===== config.mk =====
export PLATFORM = sky130hd
export DESIGN_NAME = sorter_ctrl
export DESIGN_NICKNAME = d
export VERILOG_FILES = /design/src/rtl/sorter_ctrl.sv
export SDC_FILE = /design/constraint.sdc
export NUM_CORES = 1
export LEC_CHECK = 0
export ABC_AREA = 1
export BUFFER_PORTS_ARGS = -buffer_cell sky130_fd_sc_hd__buf_2
export CAP_MARGIN = 40
export CORE_MARGIN = 1
export CORE_UTILIZATION = 50
export CTS_BUF_LIST = sky130_fd_sc_hd__clkbuf_16
export CTS_CLUSTER_DIAMETER = 150
export CTS_CLUSTER_SIZE = 12
export DETAILED_ROUTE_END_ITERATION = 8
export GPL_TIMING_DRIVEN = 0
export PLACE_DENSITY = 0.84
export SLEW_MARGIN = 0
export SYNTH_ARGS = -nofsm -noshare
export SYNTH_HDL_FRONTEND = slang
export SYNTH_SLANG_ARGS = --single-unit

===== constraint.sdc =====
create_clock -name clk -period 4.9 [get_ports clk]
set_clock_uncertainty 0.2 [all_clocks]
set_input_delay 0 -clock clk [delete_from_list [all_inputs] [get_ports clk]]
set_output_delay 0 -clock clk [all_outputs]
set_load 0.03 [all_outputs]

===== src/rtl/sorter_ctrl.sv =====
// Handshake controller wrapping a fixed-latency byte sorter: one job in flight, latency SORT_LAT.
// Optional ordering checker enabled by defining SORTER_CTRL_CHECK_EN.
module sorter_ctrl #(
  parameter int unsigned SORT_LAT = 2
) (
  input  logic        clk,
  input  logic        rst_n,
  input  logic        in_valid,
  output logic        in_ready,
  input  logic [63:0] in_data,
  output logic [63:0] srt_in,
  input  logic [63:0] srt_out,
  output logic        out_valid,
  input  logic        out_ready,
  output logic [63:0] out_data,
  output logic        busy,
  output logic [15:0] job_cnt,
  output logic        sort_err
);

  typedef enum logic [1:0] {StIdle, StWait, StHold} state_e;

  localparam logic [3:0] LatInit = 4'(SORT_LAT);

  state_e      state_q, state_d;
  logic [3:0]  cnt_q, cnt_d;
  logic [63:0] srt_in_q, srt_in_d;
  logic [63:0] out_data_q, out_data_d;
  logic        out_valid_q, out_valid_d;
  logic [15:0] job_cnt_q, job_cnt_d;

  always_comb begin
    state_d     = state_q;
    cnt_d       = cnt_q;
    srt_in_d    = srt_in_q;
    out_data_d  = out_data_q;
    out_valid_d = out_valid_q;
    job_cnt_d   = job_cnt_q;
    case (state_q)
      StIdle: begin
        if (in_valid) begin
          srt_in_d = in_data;
          cnt_d    = LatInit;
          state_d  = StWait;
        end
      end
      StWait: begin
        // Count reaches 1 on the cycle before the SORT_LAT-th edge after acceptance.
        if (cnt_q <= 4'd1) begin
          cnt_d       = 4'd0;
          out_data_d  = srt_out;
          out_valid_d = 1'b1;
          state_d     = StHold;
        end else begin
          cnt_d = cnt_q - 4'd1;
        end
      end
      StHold: begin
        if (out_ready) begin
          out_valid_d = 1'b0;
          job_cnt_d   = job_cnt_q + 16'd1;
          state_d     = StIdle;
        end
      end
      default: state_d = StIdle;
    endcase
  end

  always_ff @(posedge clk or negedge rst_n) begin
    if (!rst_n) begin
      state_q     <= StIdle;
      cnt_q       <= 4'd0;
      srt_in_q    <= 64'd0;
      out_data_q  <= 64'd0;
      out_valid_q <= 1'b0;
      job_cnt_q   <= 16'd0;
    end else begin
      state_q     <= state_d;
      cnt_q       <= cnt_d;
      srt_in_q    <= srt_in_d;
      out_data_q  <= out_data_d;
      out_valid_q <= out_valid_d;
      job_cnt_q   <= job_cnt_d;
    end
  end

  assign in_ready  = (state_q == StIdle);
  assign busy      = (state_q != StIdle);
  assign srt_in    = srt_in_q;
  assign out_data  = out_data_q;
  assign out_valid = out_valid_q;
  assign job_cnt   = job_cnt_q;

`ifdef SORTER_CTRL_CHECK_EN
  logic capture;
  logic order_bad;
  logic sort_err_q;

  assign capture = (state_q == StWait) && (cnt_q <= 4'd1);

  // Required order is ascending from the least significant byte.
  always_comb begin
    order_bad = 1'b0;
    for (int k = 0; k < 7; k++) begin
      if (srt_out[8*k +: 8] > srt_out[8*(k+1) +: 8]) order_bad = 1'b1;
    end
  end

  always_ff @(posedge clk or negedge rst_n) begin
    if (!rst_n) begin
      sort_err_q <= 1'b0;
    end else if (capture && order_bad) begin
      sort_err_q <= 1'b1;
    end
  end

  assign sort_err = sort_err_q;
`else
  assign sort_err = 1'b0;
`endif

endmodule

==> impl_results.md <==
- Ys async rst share: 1.00
- WL final: about 23000 um
- Syn Std Cell Area: 5990 um2
- Fillers: a little under 600
- Largest family of logic cells by synthesized area: simple AND/OR/NAND/NOR gates
- Worst VDD drop: about 0.00042 V
- Nets: roughly 1300
- Synthesized instance count: slightly below 700
- CTS clk-pin slew, worst paths: 0.06 ns
- Synth Area in Compound Gates: 0.0104
- Critical Path RT: approximately 5.1 ns
- Die Ht: around 110 um
- Adder-Cell Fraction of Synth Area: 0.00626
- Setup Viol. Count Final: 0
- CP endpoint kind: flip-flop
- Top cell type's share of synthesized area: 0.631
- PnR worst setup slack: about 2.2 ns
- Area grow syn2layout: 60.4%
- Core Region: 11600 um2
- Worst-path cell chain: nor2_2, nand2_1, inv_2, nand2_1, dlygate4sd3_1, nand2_1, dlygate4sd3_1
- Area of the multi-input gates: approximately 2000 um2
- Register area: between 3000 and 4000 um2
- Status: finished with violations
- Syn Nets: around 820
- Via count of the first global-routing pass: between 7000 and 8000
- Detailed-placement wirelength estimate: approximately 11000 um
- H-tree depth: 4
- Total GRT Usage: 0.377
- Worst path top cell family by delay: buffers and inverters
- Static Leak: between 0.005 and 0.006 uW
- Max cap viols: 0
- Post-synth EDFFs: 0
- Worst-path cell with the longest stage delay: dlygate4sd3_1
- Crit path kind: flip-flop to flip-flop
- First-pass GRT wire length: 35900 um
- DR vias/cell: around 5.3
- Fin crit share: 0.548
- CTS tree: done
- Main synth FF type: dfrtp_1
- Final hold violations: 0
- Pwr dens: 682 nW/um2
- Postcts setup bufs: 0
- DRT Pass-1 Iters: 7
- Count leader, synth: nand2_1
- Post-synthesis sequential area ratio: 0.631
- Post-synth top area cell: dfrtp_1
- Num Clock Sinks: between 150 and 200
- Die X: 111 um
- Largest net degree at the start of global routing: approximately 90
- Clk root buf: clkbuf_16
- Netlist cell types: 21
- Fin Setup TNS: 0 ns
- CP Launch Type: flip-flop
- Flops & latches, synth: approximately 150
- Starting density of the core: 0.518
- CP max FO: 10
- Synth cell count leaders: nand2_1 (425), dfrtp_1 (151), nor2_1 (18), inv_1 (17), buf_2 (16)
- Failing checks: DRC
- Minimum clock period after layout: between 2 and 3 ns
- Routed via count: between 6000 and 7000
- Gr ovfl total: 0
- Place WS: around 3.0 ns
- Clock Latency Late Sink: approximately 0.42 ns
- Crit path top cell by count: nand2_1
- Fmax: 373 MHz
- Final Max Slew Viols: 0
- Synthesis Warnings: 0
- Port buffer count: about 280
- Largest cells by area after synthesis: dfrtp_1 (63%), nand2_1 (27%), buf_2 (1.3%)
- Drt drc: 20
- WL per Instance: roughly 18 um
- Die area: 12400 um2
- Post-synthesis xor/xnor area fraction: 0.0132
- Post-synthesis mux area share: 0
- GP Congestion: roughly 0.83
- Simple-gate share of the synthesized area: 0.302
- Unrepaired setup endpoints after global routing: no
- # placed instances: 1111
- CP bufs+invs: 3
- Hold Crit Class: primary input to flip-flop
- Share of post-route cells with drive strength above 1: 0.295
- Number of CTS-inserted buffers: 17
- Avg Cell Area, Syn: 8.70 um2
- Initial antenna violation count: 2
- Max clock buf depth: 2
- Rows: 39
- Ports: 280
- Iteration-0 DRC Markers: about 580
- Arrival @ worst endpoint: between 2 and 3 ns
- CP max stage delay: 0.59 ns
- Post-route ant nets: 0
- Non-Filler Instances: 1287
==> worst register-to-register path: cells and delay by family (launching register included) <==
kind	cells	cell delay (ns)
buffers and inverters	3	1.41
and+or+nand+nor	4	0.55
DFF	1	0.46
==> kinds of logic after synthesis <==
kind of cell    count (synthesis)
compound gates                 11
flops                         151
simple gates                  467
xor+xnor                        9
other cells                     1
buf+inv                        47
fa+ha+maj                       3
==> state kept, by name (all words and copies together) (netlist names) <==
name,cells
cnt_q,4
job_cnt,16
out_data,64
out_valid,1
srt_in,64
state_q,2
==> path summary, 6_finish.rpt <==
path / start / end / slack, ns / depth (start not counted)
max in group asynchronous: rst_n / cnt_q[1] / 3.58 / 4
min reg2reg: out_data[53] / out_data[53] / 0.27 / 2
min: srt_out[2] / out_data[2] / 0.10 / 4
max reg2reg: state_q[1] / srt_in[31] / 2.22 / 7
max: state_q[1] / srt_in[31] / 2.22 / 7
min in group asynchronous: rst_n / job_cnt[6] / 0.51 / 4
==> stage by stage <==
stage	cell area [um2]	total power, uW	util	hold slack [ns]
final	9610	6550	0.831	0.103
after global routing	9610	6860	0.831	0.111
after CTS	9610	6360	0.831	0.0921
after detailed placement	7600	4950	0.657	-0.189
after global placement	7560	4880	0.654	-0.00682
after floorplan	5990	4030	-	-0.496
==> area by class of cell <==
cell class / count / area share
Inverter: 20 / 0.00781
Tap cell: 143 / 0.0186
Timing Repair Buffer: 421 / 0.298
Sequential cell: 151 / 0.393
Clock inverter: 15 / 0.0154
Antenna cell: 2 / 0.000521
Clock buffer: 17 / 0.0443
Buffer: 27 / 0.0154
Multi-Input combinational cell: 491 / 0.207
==> power by group <==
group | internal [uW] | leakage, uW | total (uW) | switching [uW]
Clock | 785 | 0.000298 | 1280 | 498
Sequential | 1800 | 0.00189 | 2160 | 359
Combinational | 895 | 0.00328 | 3110 | 2210
==> layout by cell type, fill, tap and decap left out, types with 4 or more instances in the layout <==
master / Yosys / layout
buf_2: 16 / 293
buf_4: 7 / 7
clkbuf_1: 4 / 4
clkbuf_16: 0 / 17
dfrtp_1: 151 / 151
dlygate4sd3_1: 0 / 141
inv_1: 17 / 22
nand2_1: 425 / 425
nand3_1: 12 / 12
nand4_1: 6 / 6
nor2_1: 18 / 18
nor2_2: 4 / 4
o21ai_0: 6 / 6
xnor2_1: 5 / 5
xor2_1: 4 / 4
==> repair_timing <==
item | 4_1_cts | 5_1_grt
hold buffers | 142 | 0
endpoints found under the hold margin | 297 | 0
gates resized for setup | 0 | 0
==> metal layers <==
layer / share of wire / vias up / GRT usage
met5: 0 / - / 0
met4: 0.068 / 0 / 0.256
met3: 0.095 / 148 / 0.116
met2: 0.49 / 503 / 0.638
met1: 0.35 / 3157 / 0.406
li1: - / 2964 / -
No activity file was read; power rests on OpenSTA's default activity.
